**src/rtl/rgb2ycbcr_pkg.sv**
```systemverilog
// Shared types and Q8 coefficient tables for the RGB to YCbCr pipeline.
package rgb2ycbcr_pkg;

  typedef enum logic {
    MODE_601 = 1'b0,
    MODE_709 = 1'b1
  } mode_e;

  typedef logic signed [8:0] coef_t;

  localparam int FRAC = 8;

  // Rows are Y, Cb, Cr; columns are R, G, B weights.
  localparam coef_t C601 [3][3] = '{
    '{ 9'sd77,   9'sd150,  9'sd29 },
    '{-9'sd43,  -9'sd85,   9'sd128},
    '{ 9'sd128, -9'sd107, -9'sd21 }
  };

  localparam coef_t C709 [3][3] = '{
    '{ 9'sd54,   9'sd183,  9'sd19 },
    '{-9'sd29,  -9'sd99,   9'sd128},
    '{ 9'sd128, -9'sd116, -9'sd12 }
  };

  function automatic coef_t coef(
    input mode_e m,
    input int    ch,
    input int    k
  );
    return (m == MODE_709) ? C709[ch][k] : C601[ch][k];
  endfunction

endpackage

```
**src/rtl/ycc_dot3.sv**
```systemverilog
// One output channel: registered products, offset/round sum,
// then shift, saturate and DE gate.
module ycc_dot3
  import rgb2ycbcr_pkg::*;
#(
  parameter int DW     = 8,
  parameter bit OFS_EN = 1'b0
) (
  input  logic          clk,
  input  logic          rst,
  input  coef_t         c0,
  input  coef_t         c1,
  input  coef_t         c2,
  input  logic [DW-1:0] r,
  input  logic [DW-1:0] g,
  input  logic [DW-1:0] b,
  input  logic          gate,
  output logic [DW-1:0] q
);

  localparam int AW   = DW + 11;
  localparam int OFSI = OFS_EN ? (1 << (DW - 1 + FRAC)) : 0;

  localparam logic signed [AW-1:0] OFS  = AW'(OFSI);
  localparam logic signed [AW-1:0] RND  = AW'(1 << (FRAC - 1));
  localparam logic signed [AW-1:0] MAXV = AW'((1 << DW) - 1);

  logic signed [AW-1:0] rx, gx, bx;
  logic signed [AW-1:0] k0, k1, k2;
  logic signed [AW-1:0] p0, p1, p2;
  logic signed [AW-1:0] s, sh;
  logic        [DW-1:0] sat;

  assign rx = AW'({1'b0, r});
  assign gx = AW'({1'b0, g});
  assign bx = AW'({1'b0, b});

  assign k0 = AW'(c0);
  assign k1 = AW'(c1);
  assign k2 = AW'(c2);

  assign sh = s >>> FRAC;

  always_comb begin
    sat = sh[DW-1:0];
    if (sh[AW-1]) begin
      sat = '0;
    end else if (sh > MAXV) begin
      sat = '1;
    end
  end

  always_ff @(posedge clk or posedge rst) begin
    if (rst) begin
      p0 <= '0;
      p1 <= '0;
      p2 <= '0;
      s  <= '0;
      q  <= '0;
    end else begin
      p0 <= rx * k0;
      p1 <= gx * k1;
      p2 <= bx * k2;
      s  <= p0 + p1 + p2 + OFS + RND;
      q  <= gate ? sat : '0;
    end
  end

endmodule

```
**src/rtl/rgb2ycbcr_pipe.sv**
```systemverilog
// Three-cycle RGB to YCbCr converter with per-frame mode latch
// and matching sync/DE delay lines.
module rgb2ycbcr_pipe
  import rgb2ycbcr_pkg::*;
#(
  parameter int DW       = 8,
  parameter bit MODE_RST = 1'b0
) (
  input  logic          clk,
  input  logic          rst,
  input  logic          mode_sel,
  input  logic          pre_frame_vsync,
  input  logic          pre_frame_hsync,
  input  logic          pre_frame_de,
  input  logic [DW-1:0] rgb_r,
  input  logic [DW-1:0] rgb_g,
  input  logic [DW-1:0] rgb_b,
  output logic          post_frame_vsync,
  output logic          post_frame_hsync,
  output logic          post_frame_de,
  output logic [DW-1:0] img_y,
  output logic [DW-1:0] img_cb,
  output logic [DW-1:0] img_cr,
  output logic          mode_act
);

  mode_e      mode_q;
  logic [2:0] vs_d, hs_d, de_d;

  // vs_d[0] doubles as the previous-vsync sample for edge detect.
  always_ff @(posedge clk or posedge rst) begin
    if (rst) begin
      mode_q <= mode_e'(MODE_RST);
      vs_d   <= '0;
      hs_d   <= '0;
      de_d   <= '0;
    end else begin
      if (pre_frame_vsync && !vs_d[0]) begin
        mode_q <= mode_e'(mode_sel);
      end
      vs_d <= {vs_d[1:0], pre_frame_vsync};
      hs_d <= {hs_d[1:0], pre_frame_hsync};
      de_d <= {de_d[1:0], pre_frame_de};
    end
  end

  assign post_frame_vsync = vs_d[2];
  assign post_frame_hsync = hs_d[2];
  assign post_frame_de    = de_d[2];
  assign mode_act         = mode_q;

  ycc_dot3 #(.DW(DW), .OFS_EN(1'b0)) u_y (
    .clk  (clk),
    .rst  (rst),
    .c0   (coef(mode_q, 0, 0)),
    .c1   (coef(mode_q, 0, 1)),
    .c2   (coef(mode_q, 0, 2)),
    .r    (rgb_r),
    .g    (rgb_g),
    .b    (rgb_b),
    .gate (de_d[1]),
    .q    (img_y)
  );

  ycc_dot3 #(.DW(DW), .OFS_EN(1'b1)) u_cb (
    .clk  (clk),
    .rst  (rst),
    .c0   (coef(mode_q, 1, 0)),
    .c1   (coef(mode_q, 1, 1)),
    .c2   (coef(mode_q, 1, 2)),
    .r    (rgb_r),
    .g    (rgb_g),
    .b    (rgb_b),
    .gate (de_d[1]),
    .q    (img_cb)
  );

  ycc_dot3 #(.DW(DW), .OFS_EN(1'b1)) u_cr (
    .clk  (clk),
    .rst  (rst),
    .c0   (coef(mode_q, 2, 0)),
    .c1   (coef(mode_q, 2, 1)),
    .c2   (coef(mode_q, 2, 2)),
    .r    (rgb_r),
    .g    (rgb_g),
    .b    (rgb_b),
    .gate (de_d[1]),
    .q    (img_cr)
  );

endmodule

```
**config.mk**
```make
export PLATFORM = sky130hd
export DESIGN_NAME = rgb2ycbcr_pipe
export DESIGN_NICKNAME = d
export VERILOG_FILES = /design/src/rtl/rgb2ycbcr_pkg.sv /design/src/rtl/ycc_dot3.sv /design/src/rtl/rgb2ycbcr_pipe.sv
export SDC_FILE = /design/constraint.sdc
export NUM_CORES = 1
export LEC_CHECK = 0
export CORE_ASPECT_RATIO = 1.4
export CORE_MARGIN = 5
export CORE_UTILIZATION = 45
export DETAILED_ROUTE_END_ITERATION = 16
export PLACE_DENSITY = 0.7
export SYNTH_ARGS = -nofsm -noshare
export SYNTH_HDL_FRONTEND = slang
export SYNTH_HIERARCHICAL = 1
export SYNTH_SLANG_ARGS = --single-unit
export TNS_END_PERCENT = 10
```
**constraint.sdc**
```tcl
create_clock -name clk -period 20.6 [get_ports clk]
set_input_delay 4.12 -clock clk [delete_from_list [all_inputs] [get_ports clk]]
set_output_delay 4.12 -clock clk [all_outputs]
set_load 0.05 [all_outputs]
```
==> impl_metrics.py, run 1 <==
metrics = {
    "global_route": {
        "grt_max_degree": 74,
        "grt_pass1_vias": 23000,
        "antenna_found_initial": 0,
        "overflow": 0,
        "track_usage_pct": 16.77,
        "grt_pass1_wl_um": 108600,
    },
    "setup_path": {
        "cp.arrival_ns": 9.36,
        "worstSetupStartpoint": "rgb_r[5]",
        "worst-endpoint-required_ns": 21.08,
        "crit_chain": "clkdlybuf4s50_1 -> buf_4 -> nand2_1 -> fa_1 -> inv_1 -> fa_1 -> ha_1 -> inv_1 -> fa_1 -> inv_1 -> ha_1 -> ha_1 -> fa_1 -> a21o_1 -> a211oi_2 -> o21ai_1 -> a2111oi_0 -> nand4bb_1",
        "endpoint_kind": "flop",
        "cp_slowest_cell": "fa_1",
        "cp_max_fo": 27,
        "worstReg2RegStart": "mode_act",
        "worstSetupPathType": "input pin to flop",
        "cp_common_cell": "fa_1",
        "start_kind": "input pin",
        "reg2reg_depth": 18,
        "slowest_delay_ns": 0.57,
    },
    "detailed_routing": {
        "routed_wl_um": 60610,
        "wl_per_cell_um": 13.18,
        "dr_total_vias": 21270,
        "first_iter_violations": 630,
        "ant_nets": 0,
        "viasPerCell": 4.624,
        "firstDrtPassIters": 5,
        "drc": 0,
    },
    "sta": {
        "maxSlewViolCount": 0,
        "hold_viol": 0,
        "worst_pin_slew_ns": 0.8833,
        "finalSetupViolations": 0,
        "fmax_ghz": 0.1127,
        "setup_tns_ns": 0,
        "finalCriticalPeriod_ns": 8.875,
        "fin_crit_sh_pct": 43.08,
        "rsz0062_at_grt": "no",
        "whs_ns": 0.3482,
        "slew-limit-headroom_pct": 41.12,
        "finalClockSkew_ns": 0.02962,
    },
    "synthesis": {
        "async_reset_ff_share_pct": 100.0,
        "synth_edf_count": 0,
        "yosys.area.top_type": "fa_1",
        "yosysUniqueCellTypes": 78,
        "synth.avg_cell_area_um2": 10.26,
        "ys_top_cells_by_area": "fa_1 (28%), ha_1 (23%), dfrtp_1 (18%), and2_1 (7.0%), inv_1 (5.5%)",
        "yosysTopAreaCellShare_pct": 27.55,
        "syn_inst": 3103,
        "yosysWarningCount": 6,
        "ys_ff_latch": 229,
        "ys_seq_area_share_pct": 18.00,
        "synthFlopType": "dfrtp_1",
        "netlist_area_um2": 31830,
    },
    "finish": {
        "nets": 4688,
        "final_common_cell": "ha_1",
        "syn_to_final_growth_pct": 13.75,
        "fillerInstances": 6388,
        "final_cells": 4599,
        "drive_gt1_share_pct": 3.167,
        "final_core_util_pct": 51.57,
        "n_antenna_cell": 0,
        "mostFrequentLayoutCells": "ha_1 (573), inv_1 (462), conb_1 (450)",
    },
    "floorplan": {
        "num_io_pins": 58,
        "die_area_um2": 76230,
        "core-area_um2": 70220,
        "fp-row-count": 115,
        "initial_core_util_pct": 45.33,
        "die_h_um": 324.7,
        "die_w_um": 234.8,
    },
    "cts": {
        "cts_tree": "built",
        "cts_sinks": 229,
        "clock_latency_ns": 0.55,
        "postCtsSetupBuffers": 0,
        "cts_buffer_depth": 3,
        "hold_buffers": 0,
        "cts.repair.resized": 0,
        "numCtsBuffers": 23,
        "cts.htree.levels": 1,
        "cts-root-buf": "clkbuf_16",
        "clk_pin_slew_ns": 0.06,
    },
    "run": {
        "drv_cap": 0,
    },
    "placed_design": {
        "globalplace.congestion": 0.7974,
        "dp_cells": 4558,
        "dp_hpwl_um": 48890,
        "io_buffers": 57,
    },
    "hold_path": {
        "hold_depth": 0,
        "min_path_type": "flop to flop",
        "worstHoldStart": "vs_d[1]",
    },
    "status": {
        "status": "complete, no violations",
    },
}
[worst max-delay path: cells and delay by family]
kind	cells	cell delay, ns
AO/OA/AOI/OAI	4	1.18
adder cells (fa/ha/maj)	7	2.76
buffers and inverters	5	0.89
AND/OR/NAND/NOR	2	0.36
[layout make-up]
cell class / instances / area, um^2 / area share [%]
clock inverter: 14 / 167.7 / 0.4630
inverter: 466 / 1749 / 4.831
sequential: 229 / 5734 / 15.84
timing repair buffer: 87 / 795.8 / 2.198
tap: 936 / 1171 / 3.234
clock buffer: 27 / 620.6 / 1.714
multi-input combinational: 2840 / 25970 / 71.72
[through the flow]
step / setup slack [ns] / cell area, um^2
3_5_place_dp: 11.29 / 35420
6_report: 11.72 / 36210
5_1_grt: 11.57 / 36210
3_3_place_gp: 11.36 / 35420
4_1_cts: 11.84 / 36210
2_1_floorplan: 12.26 / 33510
[cells in the mapped netlist, drive strengths merged, types with 6 or more instances]
library cell,n
nand2,281
a21o,33
o211ai,10
o21ai,52
and2,356
a211oi,17
xor2,43
inv,466
nor3,28
or2,7
a21oi,96
ha,573
dfrtp,229
nor2,71
clkbuf,15
and3,15
a31oi,14
nand3,25
o21a,38
a311oi,6
fa,438
nand2b,31
o21bai,13
xnor2,95
nand4,7
nor2b,67
[worst paths after layout]
kind / endpoint / slack [ns]
min in group asynchronous: de_d[0] / 4.23
worst min register to register: vs_d[2] / 0.35
worst max register to register: u_y/p0[15] / 14.11
max in group asynchronous: u_cr/q[3] / 15.52
worst max-delay path: u_y/p0[15] / 11.72
worst min-delay path: vs_d[2] / 0.35
[kinds of logic after synthesis]
logic type / synth area share, %
fa+ha+maj: 50.07
simple gates: 15.01
buf+inv: 5.692
compound gates: 7.323
flops: 18.00
xor+xnor: 3.797
other cells: 0.02359
mux: 0.08253
[metal layers]
| layer | share of wire (%) | track usage [%] |
|---|---|---|
| met5 | 0 | 0 |
| met4 | 1.7 | 3.493 |
| met3 | 2.0 | 1.069 |
| met2 | 51 | 30.81 |
| met1 | 45 | 21.91 |
[registers in the layout, summed over array words and instances, names as in the netlist]
name and flops:
u_y/q 8, u_cr/p2 18, u_cb/p2 18, u_cr/p0 18, u_y/p0 18, u_cb/p0 18
u_cr/p1 18, de_d 3, u_cb/s 11, u_cb/p1 18, hs_d 3, u_cb/q 8
u_y/p1 18, u_cr/s 11, u_y/p2 18, u_cr/q 8, vs_d 3, u_y/s 11
mode_act 1
Power of run 1 is not shown: default switching activity piles up to over one toggle a cycle in this logic, so the estimate is an artifact.
==> run 2: changes to the inputs <==
--- a/config.mk
+++ b/config.mk
@@ -9,7 +9,7 @@
 export CORE_MARGIN = 5
 export CORE_UTILIZATION = 45
 export DETAILED_ROUTE_END_ITERATION = 16
-export PLACE_DENSITY = 0.7
+export PLACE_DENSITY = 0.72
 export SYNTH_ARGS = -nofsm -noshare
 export SYNTH_HDL_FRONTEND = slang
 export SYNTH_HIERARCHICAL = 1
==> constraint.sdc (replaced) <==
create_clock -name clk -period 7.51 [get_ports clk]
set_input_delay 1.502 -clock clk [delete_from_list [all_inputs] [get_ports clk]]
set_output_delay 1.502 -clock clk [all_outputs]
set_load 0.05 [all_outputs]
==> run 2 against run 1 <==
  * Design area rose by 0.44%
  * First-iteration DRC count rose by 9.2%
  * Sequential cell count did not move
  * Highest routed layer unchanged
  * Register-to-register slack got worse by 13 ns
==> impl_metrics.py, run 2 (synthesized netlist as in run 1, its figures left out) <==
metrics = {
    "detailed_routing": {
        "routed_wl_um": 63180,
        "wl_per_cell_um": 13.68,
        "first_iter_violations": 688,
        "firstDrtPassIters": 5,
        "drc": 0,
        "ant_nets": 0,
        "viasPerCell": 4.646,
        "dr_total_vias": 21450,
    },
    "sta": {
        "setup_tns_ns": 0,
        "finalClockSkew_ns": 0.03000,
        "worst_pin_slew_ns": 0.9027,
        "hold_viol": 0,
        "finalCriticalPeriod_ns": 6.325,
        "slew-limit-headroom_pct": 39.82,
        "fin_crit_sh_pct": 84.22,
        "whs_ns": 0.3565,
        "finalSetupViolations": 0,
        "fmax_ghz": 0.1581,
        "rsz0062_at_grt": "no",
        "maxSlewViolCount": 0,
    },
    "global_route": {
        "grt_pass1_wl_um": 111000,
        "antenna_found_initial": 3,
        "grt_pass1_vias": 23470,
        "overflow": 0,
        "track_usage_pct": 17.37,
        "grt_max_degree": 74,
    },
    "placed_design": {
        "globalplace.congestion": 0.8719,
        "dp_hpwl_um": 52610,
        "io_buffers": 57,
    },
    "setup_path": {
        "cp.arrival_ns": 6.77,
        "worstSetupPathType": "input pin to flop",
        "endpoint_kind": "flop",
        "worst-endpoint-required_ns": 7.95,
        "cp_max_fo": 14,
        "start_kind": "input pin",
    },
    "hold_path": {
        "min_path_type": "flop to flop",
    },
    "finish": {
        "nets": 4705,
        "mostFrequentLayoutCells": "ha_1 (573), inv_1 (462), conb_1 (450)",
        "drive_gt1_share_pct": 3.587,
        "syn_to_final_growth_pct": 14.25,
        "fillerInstances": 6371,
        "final_common_cell": "ha_1",
    },
    "floorplan": {
        "die_h_um": 324.7,
        "initial_core_util_pct": 45.33,
        "die_area_um2": 76230,
        "core-area_um2": 70220,
        "die_w_um": 234.8,
        "fp-row-count": 115,
        "num_io_pins": 58,
    },
    "status": {
        "status": "complete, no violations",
    },
    "cts": {
        "cts.repair.resized": 0,
        "clk_pin_slew_ns": 0.07,
        "numCtsBuffers": 24,
        "hold_buffers": 0,
        "cts_tree": "built",
        "cts.htree.levels": 1,
        "postCtsSetupBuffers": 0,
        "cts_sinks": 229,
        "clock_latency_ns": 0.56,
        "cts-root-buf": "clkbuf_16",
        "cts_buffer_depth": 3,
    },
    "run": {
        "drv_cap": 0,
    },
}
[run 2: area by class of cell]
class	instances	area [um^2]	area share [%]
Inverter	466	1749	4.810
Tap cell	936	1171	3.220
Multi-Input combinational cell	2840	25970	71.41
Timing Repair Buffer	103	928.4	2.553
Antenna cell	2	5.005	0.01376
Clock buffer	27	621.8	1.710
Sequential cell	229	5734	15.77
Clock inverter	15	186.4	0.5126
[run 2: worst paths after layout]
| path | startpoint | endpoint | slack (ns) | cells after the start |
|---|---|---|---|---|
| worst max-delay path | rgb_g[5] | u_cr/p1[16] | 1.19 | 17 |
| worst max register to register | mode_act | u_cb/p1[17] | 1.49 | 19 |
| min in group asynchronous | rst | u_cr/q[1] | 1.50 | 2 |
| worst min register to register | vs_d[1] | vs_d[2] | 0.36 | 0 |
| worst min-delay path | vs_d[1] | vs_d[2] | 0.36 | 0 |
| max in group asynchronous | rst | u_cr/p0[7] | 4.90 | 3 |
[run 2: per-stage QoR]
step	worst slack [ns]	area [um^2]	instances	util, %
after CTS	1.229	36360	4616	51.79
after floorplan	0.8073	33510	3551	-
after detailed placement	0.6384	35550	4574	50.63
final	1.185	36370	4618	51.79
after global placement	0.7760	35550	4574	50.63
after global routing	0.8992	36360	4617	51.79
[run 2: metal layers]
layer / vias up / global-route usage (%) / wire, um
met5: - / 0 / 0
met4: 0 / 5.283 / 1977
met3: 89 / 1.349 / 1491
met2: 242 / 32.47 / 32970
met1: 10440 / 21.32 / 26740
li1: 10690 / - / -
[run 2: critical path: stages]
cell	delay, ns
clkdlybuf4s50_1	0.86
nand2_1	0.17
fa_1	0.53
inv_1	0.06
fa_1	0.50
inv_1	0.06
fa_1	0.52
inv_1	0.05
fa_1	0.40
fa_1	0.50
ha_1	0.35
nand2_1	0.07
o21ai_1	0.10
o41ai_1	0.41
o21ai_1	0.17
o41a_1	0.35
xor2_1	0.16
Power of run 2 is left out for the same reason.
==> run 3: changes to the inputs <==
==> constraint.sdc (replaced) <==
create_clock -name clk -period 5.6 [get_ports clk]
set_input_delay 1.12 -clock clk [delete_from_list [all_inputs] [get_ports clk]]
set_output_delay 1.12 -clock clk [all_outputs]
set_load 0.05 [all_outputs]
==> run 3 against run 2 <==
  * Sequential share of layout area is 0.59 points lower
  * Routed wire length up 0.83%
  * Critical path depth shrank 1
  * Critical endpoint unchanged
  * Largest cell class unchanged
==> impl_metrics.py, run 3 (synthesized netlist as in run 1, its figures left out) <==
metrics = {
    "setup_path": {
        "worstReg2RegStart": "mode_act",
        "reg2reg_depth": 16,
        "crit_chain": "clkdlybuf4s50_1 -> buf_4 -> nand2_2 -> fa_1 -> fa_1 -> inv_1 -> fa_1 -> fa_1 -> fa_1 -> ha_4 -> nand2_1 -> o21ai_2 -> o41ai_2 -> o21ai_1 -> o41a_1 -> xor2_1",
        "worstSetupStartpoint": "rgb_g[4]",
        "crit_family": "adder cells",
        "endpoint": "u_cr/p1[16]",
        "path_buf_inv": 3,
        "cp_slowest_cell": "clkdlybuf4s50_1",
        "cp_max_fo": 4,
        "slowest_delay_ns": 0.57,
        "r2r-end": "u_cb/p1[16]",
        "worstSetupPathType": "input pin to flop",
        "cp_common_cell": "fa_1",
        "setup.reg_to_reg.worst_slack_ns": 0.46,
        "worst-path-stages": 16,
        "cp.arrival_ns": 5.85,
        "endpoint_kind": "flop",
        "start_kind": "input pin",
        "worst-endpoint-required_ns": 6.05,
    },
    "cts": {
        "cts_tree": "built",
        "clk_pin_slew_ns": 0.07,
        "hold_buffers": 0,
        "clock_latency_ns": 0.56,
        "cts_sinks": 229,
        "numCtsBuffers": 24,
        "cts.htree.levels": 1,
        "cts_buffer_depth": 3,
        "cts-root-buf": "clkbuf_16",
    },
    "sta": {
        "maxSlewViolCount": 0,
        "worst_pin_slew_ns": 0.8694,
        "finalSetupViolations": 0,
        "finalClockSkew_ns": 0.01443,
        "slew-limit-headroom_pct": 41.96,
        "finalCriticalPeriod_ns": 5.403,
        "hold_viol": 0,
        "fin_crit_sh_pct": 96.48,
        "rsz0062_at_grt": "no",
        "fmax_ghz": 0.1851,
        "finalWorstSetupSlack_ns": 0.1974,
    },
    "global_route": {
        "grt_pass1_vias": 24180,
        "antenna_found_initial": 0,
        "track_usage_pct": 17.44,
        "grt_max_degree": 73,
        "overflow": 0,
        "grt_pass1_wl_um": 112100,
    },
    "floorplan": {
        "fp-row-count": 115,
        "initial_core_util_pct": 45.33,
        "core-area_um2": 70220,
        "num_io_pins": 58,
        "die_h_um": 324.7,
        "die_area_um2": 76230,
        "die_w_um": 234.8,
    },
    "detailed_routing": {
        "wl_per_cell_um": 13.34,
        "dr_total_vias": 21960,
        "first_iter_violations": 717,
        "drc": 0,
        "viasPerCell": 4.599,
        "ant_nets": 0,
        "firstDrtPassIters": 5,
        "routed_wl_um": 63700,
    },
    "finish": {
        "mostFrequentLayoutCells": "ha_1 (568), inv_1 (462), conb_1 (450)",
        "syn_to_final_growth_pct": 18.72,
        "drive_gt1_share_pct": 8.101,
        "nets": 4863,
        "n_antenna_cell": 0,
        "final_common_cell": "ha_1",
    },
    "placed_design": {
        "dp_slack_ns": -0.4090,
        "io_buffers": 57,
        "globalplace.congestion": 0.8343,
        "dp_hpwl_um": 54230,
    },
    "run": {
        "drv_cap": 0,
    },
    "status": {
        "status": "complete, no violations",
    },
    "hold_path": {
        "min_path_type": "flop to flop",
    },
}
-- run 3: how the worst min path moves through the flow --
stage | start | slack [ns] | cells past startpoint | to
global placement | vs_d[1] | 0.34 | 0 | vs_d[2]
finish | de_d[0] | 0.36 | 0 | de_d[1]
global route | hs_d[1] | 0.36 | 0 | hs_d[2]
CTS | hs_d[1] | 0.36 | 0 | hs_d[2]
floorplan | de_d[0] | 0.33 | 0 | de_d[1]
detailed placement | de_d[0] | 0.34 | 0 | de_d[1]
-- run 3: what timing repair did --
item                       4_1_cts  5_1_grt
setup buffers                    0        0
gates resized for setup          0        4
hold endpoints to repair         0        0
setup endpoints to repair        0        5
-- run 3: stage by stage --
step                TNS (ns)  util, %  area, um^2  hold slack (ns)  std cells
finish                     0    53.82       37790           0.3568       4775
floorplan             -12.68        -       33630           0.3312       3551
detailed placement    -9.771    52.68       36990           0.3363       4732
CTS                        0    53.80       37780           0.3598       4775
global route               0    53.82       37790           0.3640       4775
global placement      -7.667    52.68       36990           0.3356       4732
-- run 3: per-layer routing --
| layer | share of wire, % | track usage [%] | vias up |
|---|---|---|---|
| li1 | - | - | 11020 |
| met1 | 42 | 20.80 | 10660 |
| met2 | 54 | 33.89 | 203 |
| met3 | 2.0 | 1.163 | 81 |
| met4 | 2.4 | 4.432 | 0 |
| met5 | 0 | 0 | - |
-- run 3: area by class of cell --
type | count | area [um^2]
fillers | 6210 | 32430
multi-input cells | 2840 | 26090
flip-flops and latches | 229 | 5734
repair buffers | 261 | 2255
inverters | 466 | 1753
well taps | 936 | 1171
clock buffers | 30 | 643.1
clock inverters | 13 | 141.4
-- run 3: worst register-to-register path: stages, from the launching register on --
cell and delay, ns:
dfrtp_4 0.51, clkinvlp_4 0.11, buf_4 0.32, nand2_1 0.14, fa_1 0.50, fa_1 0.49, inv_1 0.05, fa_1 0.53
fa_1 0.54, fa_1 0.60, ha_4 0.21, buf_4 0.14, o211ai_1 0.12, a21oi_1 0.13, a41o_1 0.28, o41ai_2 0.24
xnor2_1 0.16
Power of run 3 is left out for the same reason.
